**src/rtl/timer_ctrl.sv**
```systemverilog
`default_nettype none
// ============================================================================
// Module   : timer_ctrl
// Purpose  : Control stage in front of a loadable N-bit up-counter. Adds a
//            prescaler, a compare match and one-shot / periodic modes, so the
//            bare counter behaves as a programmable timer.
// Ports    : clk, arst_n          - clock, asynchronous active-low reset
//            start_i, stop_i      - start / abort requests (sampled each cycle)
//            mode_i               - 0 one-shot, 1 periodic (captured on start)
//            prescale_i           - enable divider PS (captured on start)
//            start_val_i          - counter start value S (captured on start)
//            compare_val_i        - compare value C (captured on start)
//            cnt_i                - live count from the downstream counter
//            cnt_load_o/_val_o    - load strobe and load value to the counter
//            cnt_en_o             - count enable to the counter
//            busy_o, done_o       - status (LOAD/RUN, one-shot complete)
//            match_o              - one-cycle pulse after each terminal event
// Revision : 1.0 - initial release
// ============================================================================
module timer_ctrl #(
    parameter int N = 4,
    parameter int P = 8
) (
    input  logic         clk,
    input  logic         arst_n,
    input  logic         start_i,
    input  logic         stop_i,
    input  logic         mode_i,
    input  logic [P-1:0] prescale_i,
    input  logic [N-1:0] start_val_i,
    input  logic [N-1:0] compare_val_i,
    input  logic [N-1:0] cnt_i,
    output logic         cnt_load_o,
    output logic [N-1:0] cnt_load_val_o,
    output logic         cnt_en_o,
    output logic         busy_o,
    output logic         done_o,
    output logic         match_o
);

    localparam logic [1:0] c_ST_IDLE = 2'd0;
    localparam logic [1:0] c_ST_LOAD = 2'd1;
    localparam logic [1:0] c_ST_RUN  = 2'd2;
    localparam logic [1:0] c_ST_DONE = 2'd3;

    localparam logic [P-1:0] c_PRE_ONE = {{(P-1){1'b0}}, 1'b1};

    logic [1:0]   state_q, state_d;
    logic         mode_q;
    logic [P-1:0] ps_q;
    logic [N-1:0] s_q;
    logic [N-1:0] c_q;
    logic [P-1:0] pre_q, pre_d;
    logic         match_q, match_d;

    logic w_run;
    logic w_ripe;
    logic w_at_cmp;
    logic w_terminal;
    logic w_accept;

    // Ripe marks the one cycle in PS+1 on which the counter may advance.
    // The terminal event reuses the same slot, so the final count C is
    // observed for a full prescale period before the match fires.
    always_comb begin
        w_run      = (state_q == c_ST_RUN);
        w_ripe     = (pre_q == ps_q);
        w_at_cmp   = (cnt_i == c_q);
        w_terminal = w_run & w_ripe & w_at_cmp;
        w_accept   = start_i & ~stop_i &
                     ((state_q == c_ST_IDLE) | (state_q == c_ST_DONE));
    end

    // ------------------------------------------------------------------
    // State register
    // ------------------------------------------------------------------
    always_ff @(posedge clk or negedge arst_n) begin
        if (!arst_n) begin
            state_q <= c_ST_IDLE;
        end else begin
            state_q <= state_d;
        end
    end

    // ------------------------------------------------------------------
    // Next-state logic; stop has priority over start and terminal events
    // ------------------------------------------------------------------
    always_comb begin
        state_d = state_q;
        case (state_q)
            c_ST_IDLE: begin
                if (w_accept) state_d = c_ST_LOAD;
            end
            c_ST_LOAD: begin
                if (stop_i) state_d = c_ST_IDLE;
                else        state_d = c_ST_RUN;
            end
            c_ST_RUN: begin
                if (stop_i)          state_d = c_ST_IDLE;
                else if (w_terminal) state_d = mode_q ? c_ST_LOAD : c_ST_DONE;
            end
            c_ST_DONE: begin
                if (stop_i)        state_d = c_ST_IDLE;
                else if (w_accept) state_d = c_ST_LOAD;
            end
            default: state_d = c_ST_IDLE;
        endcase
    end

    // ------------------------------------------------------------------
    // Output decode
    // ------------------------------------------------------------------
    always_comb begin
        cnt_load_o = (state_q == c_ST_LOAD);
        busy_o     = (state_q == c_ST_LOAD) | (state_q == c_ST_RUN);
        done_o     = (state_q == c_ST_DONE);
        // Withheld on the terminal cycle so the counter parks on C.
        cnt_en_o   = w_run & w_ripe & ~w_at_cmp;
    end

    assign cnt_load_val_o = s_q;
    assign match_o        = match_q;

    // ------------------------------------------------------------------
    // Prescaler and match pulse next-state
    // ------------------------------------------------------------------
    always_comb begin
        pre_d = pre_q;
        if (state_q == c_ST_LOAD) begin
            pre_d = '0;
        end else if (w_run) begin
            pre_d = w_ripe ? '0 : (pre_q + c_PRE_ONE);
        end
        match_d = w_terminal & ~stop_i;
    end

    // ------------------------------------------------------------------
    // Shadow registers, prescaler, match register
    // ------------------------------------------------------------------
    always_ff @(posedge clk or negedge arst_n) begin
        if (!arst_n) begin
            mode_q  <= 1'b0;
            ps_q    <= '0;
            s_q     <= '0;
            c_q     <= '0;
            pre_q   <= '0;
            match_q <= 1'b0;
        end else begin
            if (w_accept) begin
                mode_q <= mode_i;
                ps_q   <= prescale_i;
                s_q    <= start_val_i;
                c_q    <= compare_val_i;
            end
            pre_q   <= pre_d;
            match_q <= match_d;
        end
    end

endmodule
`default_nettype wire

```
**config.mk**
```make
export PLATFORM = sky130hd
export DESIGN_NAME = timer_ctrl
export DESIGN_NICKNAME = d
export VERILOG_FILES = /design/src/rtl/timer_ctrl.sv
export SDC_FILE = /design/constraint.sdc
export NUM_CORES = 1
export LEC_CHECK = 0
export ABC_AREA = 1
export CORE_MARGIN = 4
export CORE_UTILIZATION = 45
export DETAILED_ROUTE_END_ITERATION = 7
export DONT_BUFFER_PORTS = 1
export HOLD_SLACK_MARGIN = 0.08
export SLEW_MARGIN = 10
export SYNTH_ARGS = -nofsm -noshare
export SYNTH_HDL_FRONTEND = slang
export SYNTH_SLANG_ARGS = --single-unit
```
**constraint.sdc**
```tcl
create_clock -name clk -period 1.9 [get_ports clk]
set_input_delay 0 -clock clk [delete_from_list [all_inputs] [get_ports clk]]
set_output_delay 0 -clock clk [all_outputs]
set_load 0.02 [all_outputs]
```
==> results of run 1 <==
[worst reg2reg max path: cells and delay by family, from the launching register on]
| family | cells | cell delay, ns |
|---|---|---|
| buffers and inverters | 2 | 0.62 |
| AND/OR/NAND/NOR | 7 | 0.69 |
| flip-flops | 1 | 0.41 |
[where the power goes]
part | internal (mW) | total (mW) | switching (mW)
Clock | 0.0744 | 0.245 | 0.171
Combinational | 0.478 | 1.07 | 0.588
Sequential | 0.831 | 1.06 | 0.228
[cells in the mapped netlist (all sizes together)]
library cell  instances  area share
nand2                46        0.12
dfrtp                28        0.46
nor2                 26       0.073
inv                  24       0.060
a21oi                 9       0.030
mux2                  9       0.075
nand3                 9       0.041
ha                    5       0.041
o21ai                 5       0.017
xnor2                 4       0.023
xor2                  4       0.023
nor3                  3       0.013
buf                   2       0.011
nand4                 2      0.0083
nor4                  1      0.0041
[placed cells by master, fill, tap and decap left out, drive strengths merged]
master	n
nand3	9
mux2	9
a21oi	9
nand4	2
inv	24
nor3	3
buf	9
nor4	1
nand2	46
o21ai	5
xor2	4
dfrtp	28
xnor2	4
dlygate4sd3	21
clkbuf	3
ha	5
nor2	26
[cell type report]
class                   instances  area (µm²)  share of cell area
well taps                      44        55.1              0.0292
repair buffers                 30         303               0.161
inverters                      24        90.1              0.0478
multi-input cells             123         712               0.378
clock buffers                   3        22.5              0.0120
flip-flops and latches         28         701               0.372
[registers in the layout, indices dropped and copies added, names as in the netlist]
signal / flops
c_q: 4
cnt_load_val_o: 4
state_q: 2
match_o: 1
ps_q: 8
mode_q: 1
pre_q: 8
[what timing repair did]
action,CTS,global route
hold endpoints to repair,48,0
hold buffers,22,0
setup buffers,0,4
resized for setup,0,5
setup endpoints to repair,0,8
[stage by stage]
step	worst slack (ns)	instances	util	TNS, ns
global route	-0.000622	252	0.602	-0.000622
global placement	0.193	223	0.504	0
detailed placement	0.0983	223	0.504	0
CTS	0.0752	248	0.585	0
floorplan	0.102	177	-	0
finish	0.128	252	0.602	0
[cells by family after synthesis]
group	after synthesis	synth area share
buffers and inverters	26	0.0705
adders and majority gates	5	0.0415
muxes	9	0.0746
DFF	28	0.464
and+or+nand+nor	87	0.256
AOI/OAI and AO/OA	14	0.0464
xor gates and xnor gates	8	0.0464
[per-layer routing]
metal | global-route usage | up-vias
met1 | 0.187 | 557
li1 | - | 617
met5 | 0 | -
met3 | 0.0306 | 6
met2 | 0.280 | 29
met4 | 0.0544 | 0
[worst max-delay path by stage]
| stage | end | slack, ns | cells past startpoint |
|---|---|---|---|
| 2_1_floorplan | c_q[0] | 0.10 | 6 |
| 3_3_place_gp | state_q[1] | 0.19 | 10 |
| 3_5_place_dp | state_q[1] | 0.1 | 10 |
| 4_1_cts | match_o | 0.08 | 9 |
| 5_1_grt | match_o | -0.0006 | 9 |
| 6_report | match_o | 0.13 | 9 |
==> metrics.yaml, run 1 <==
min_period_ns: 1.77
max_slew_margin: 0.787
status: "complete, no violations"
peakVddDrop_v: 0.000749
grt_pass1_vias: 1228
syn-instance-count: 177
hpwl_um: 2250
antenna_found_initial: 0
numCtsBuffers: 3
crit_buf_inv: 2
cpLargestDelayFamily: "simple AND/OR/NAND/NOR gates"
finalMaxSlewViolations: 0
drive_above_1_share: 0.168
worst-r2r-cell-count: 9
skew_ns: 0.0108
num_rows: 20
cts_tree: "built"
fillerInstances: 296
reg2reg_slack_ns: 0.13
setup_viol: 0
route.antenna.remaining_nets: 0
syn_area_um2: 1510
final_cell_area_um2: 1880
tightest_slew_ns: 0.319
viasPerCell: 4.80
overflow: 0
antenna_cells: 0
synth_nets: 207
crit_start: "pre_q[5]"
rr_endpoint: "match_o"
drt_wl_total_um: 3130
synth_seq_cells: 28
grt_max_degree: 29
path_class: "reg -> reg"
final_hold_viol_count: 0
postSynthAreaPerCell_um2: 8.53
numPortBuffers: 0
critPathCaptureType: "register"
clkTransAtPathRegs_ns: 0.15
gp_congestion: 0.869
syn_to_final_growth_pct: 24.8
fin_nets: 240
yosys_warnings: 0
die_y_um: 65.9
ios: 34
highest_layer: "met4"
max_freq_ghz: 0.564
dieArea_um2: 4340
grt_pass1_wl_um: 5260
vias: 1209
wl_per_cell_um: 12.4
wl_met3_um: 126
drc: 0
seq_area_frac_synth: 0.464
final.period_utilization: 0.933
cts_max_level: 1
powerDensity_nw_per_um2: 1260
die_w_um: 65.9
drt-pass1-iter-count: 5
path_cells: "inv_1 > nand2_1 > nand2_1 > nor2_2 > nand2_2 > nor2_2 > nand3_2 > nor2_1 > dlygate4sd3_1"
clockBufferDepth: 2
crit_fanout: 4
initial_core_util: 0.482
cp.required_ns: 2.17
cts_sinks: 28
leakagePower_nw: 0.916
total_power_mw: 2.37
wl_met2_um: 1640
met1Wirelength_um: 1310
cp_slowest_stage_delay_ns: 0.54
timing.rr.start: "pre_q[5]"
design.core.area_um2: 3130
clock_latency_ns: 0.33
hold_class: "in -> async"
holdWs_ns: 0.0805
track_usage: 0.158
postPlaceCellArea_um2: 1580
start_kind: "register"
arrival_ns: 2.04
root_buffer: "clkbuf_4"
cap_violations: 0
first_iter_violations: 45
synth.distinct_cells: 24
cp_slowest_cell: "dlygate4sd3_1"
Power figures use the tool's default switching activity.
==> run 2: changes to the inputs <==
--- a/config.mk
+++ b/config.mk
@@ -7,7 +7,7 @@
 export LEC_CHECK = 0
 export ABC_AREA = 1
 export CORE_MARGIN = 4
-export CORE_UTILIZATION = 45
+export CORE_UTILIZATION = 33
 export DETAILED_ROUTE_END_ITERATION = 7
 export DONT_BUFFER_PORTS = 1
 export HOLD_SLACK_MARGIN = 0.08
==> metrics.yaml, run 2 (same netlist as run 1, synthesis figures left out) <==
status: "complete, no violations"
root_buffer: "clkbuf_8"
worst-r2r-cell-count: 9  # unchanged
clockBufferDepth: 2  # unchanged
cp_slowest_cell: "dlygate4sd3_1"
fillerInstances: 422  # +43%
final.period_utilization: 0.964  # +0.0309
hold_class: "in -> reg"
max_slew_margin: 0.777  # -0.0105
fin_cells: 259  # +2.8%
antenna_found_initial: 0  # unchanged
cp.required_ns: 2.12  # -0.05 ns
die_y_um: 75.6  # +15%
tightest_slew_ns: 0.332  # +0.0127 ns
vias: 1172  # -3.1%
finalMaxSlewViolations: 0  # unchanged
reg2reg_slack_ns: 0.07  # -0.06 ns
dieArea_um2: 5720  # +32%
antenna_cells: 0  # unchanged
switching_share: 0.383  # -0.0329
first_iter_violations: 66  # +47%
ios: 34  # unchanged
clock_latency_ns: 0.28  # -0.05 ns
viasPerCell: 4.53  # -5.7%
pwr-share-comb: 0.395  # -0.055
overflow: 0  # unchanged
total_power_mw: 2.53  # +6.6%
fin_tns_setup_ns: 0  # unchanged
cts_sinks: 28  # unchanged
path_class: "reg -> reg"
critPathCapture: "match_o"
grt_pass1_wl_um: 5190  # -1.4%
numCtsBuffers: 3  # unchanged
clkTransAtPathRegs_ns: 0.10  # -0.05 ns
timing.rr.start: "pre_q[0]"
min_period_ns: 1.83  # +0.0587 ns
critPathCaptureType: "register"
drt_wl_total_um: 3080  # -1.5%
cp_common_cell: "nand2_1"
skew_ns: 0.00427  # -0.00655 ns
drt-pass1-iter-count: 4  # -1
route.antenna.remaining_nets: 0  # unchanged
clockPowerShare: 0.187  # +0.084
setup_viol: 0  # unchanged
num_rows: 24  # +20%
final_common_cell: "nand2_1"
seqPwrFrac: 0.418  # -0.029
drive_above_1_share: 0.155  # -0.0137
numPortBuffers: 0  # unchanged
peakVddDrop_v: 0.000547  # -27%
track_usage: 0.120  # -0.0371
dp_cells: 231  # +3.6%
gp_congestion: 0.893  # +2.8%
syn_to_final_growth_pct: 26.6
cts_max_level: 1  # unchanged
powerDensity_nw_per_um2: 1320  # +5.1%
final_hold_viol_count: 0  # unchanged
crit_fanout: 5  # +1
reg_top3: "pre_q: 8 flops, ps_q: 8 flops"
leakagePower_nw: 0.923  # +0.73%
multi_input_area_um2: 707  # -0.70%
rr_endpoint: "match_o"
initial_core_util: 0.344  # -0.138
max_freq_ghz: 0.546  # -3.2%
final_cell_mix: "nand2_1 (45), dfrtp_1 (27), nor2_1 (23)"
p_int_mw: 1.56  # +13%
hpwl_um: 2210  # -1.6%
path_cells: "inv_1 > nand2_1 > nand2_1 > nor2_1 > nand2_1 > nor2_2 > nand3_2 > nor2_1 > dlygate4sd3_1"
cts_tree: "built"
drc: 0  # unchanged
grt_max_degree: 29  # unchanged
fin_nets: 238  # -0.83%
grt_pass1_vias: 1145  # -6.8%
cap_violations: 0  # unchanged
crit_start: "pre_q[0]"
wl_per_cell_um: 11.9  # -4.1%
design.core.area_um2: 4380  # +40%
die_w_um: 75.6  # +15%
start_kind: "register"
arrival_ns: 2.05  # about the same
regArea_um2: 702  # +0.18%
cp_slowest_stage_delay_ns: 0.54  # about the same
p_switching_mw: 0.968  # -1.8%
run 2: cell types whose count changed in the layout (fill, tap and decap cells not counted), sizes merged:
cell / before / now
bufinv: 0 / 1
buf: 9 / 7
run 2: power by group through the flow:
stage / registers, mW / clock network (mW) / logic [mW]
2_1_floorplan: 1.03 / 0 / 0.776
3_3_place_gp: 1.06 / 0 / 0.935
3_5_place_dp: 1.06 / 0 / 0.955
4_1_cts: 1.06 / 0.492 / 1.01
5_1_grt: 1.09 / 0.514 / 1.15
6_report: 1.06 / 0.473 / 0.998
run 2: how the worst min path moves through the flow:
stage                     startpoint    endpoint  cells past startpoint
after floorplan               arst_n      c_q[0]                      0
after global placement        arst_n     ps_q[7]                      0
after detailed placement      arst_n     ps_q[7]                      0
after CTS                     stop_i  state_q[1]                      7
after global routing          arst_n     ps_q[3]                      2
final                         stop_i  state_q[1]                      7
run 2: timing repair:
item	4_1_cts	5_1_grt
hold buffers	22	0
gates resized for setup	0	3
endpoints found under the setup margin	0	2
hold endpoints to repair	48	0
buffers inserted	0	2
run 2: metrics by stage:
stage                     hold slack (ns)  worst slack (ns)  cell area (µm²)   util
after global placement             -0.294             0.251             1590  0.362
after global routing                0.147           -0.0346             1910  0.436
final                              0.0940            0.0691             1910  0.436
after CTS                          0.0879            0.0758             1890  0.431
after detailed placement           -0.294             0.214             1590  0.362
after floorplan                    -0.296             0.102             1510      -
run 2: worst max-delay path: cells and delay by family, from the launching register on:
| kind | cells | cell delay (ns) |
|---|---|---|
| flops | 1 | 0.38 |
| buf+inv | 2 | 0.64 |
| simple gates | 7 | 0.76 |
run 2: area by class of cell:
class / count / area share
Clock inverter: 1 / 0.0157
Multi-Input combinational cell: 123 / 0.370
Timing Repair Buffer: 28 / 0.144
Clock buffer: 3 / 0.0216
Sequential cell: 28 / 0.367
Inverter: 24 / 0.0472
Tap cell: 52 / 0.0341
run 2: metal layers:
metal,part of all wire,wire [µm],vias to the layer above,GRT usage
li1,-,-,613,-
met1,0.44,1370,530,0.157
met2,0.49,1510,27,0.197
met3,0.055,168,2,0.0251
met4,0.012,36,0,0.0466
met5,0,0,-,0
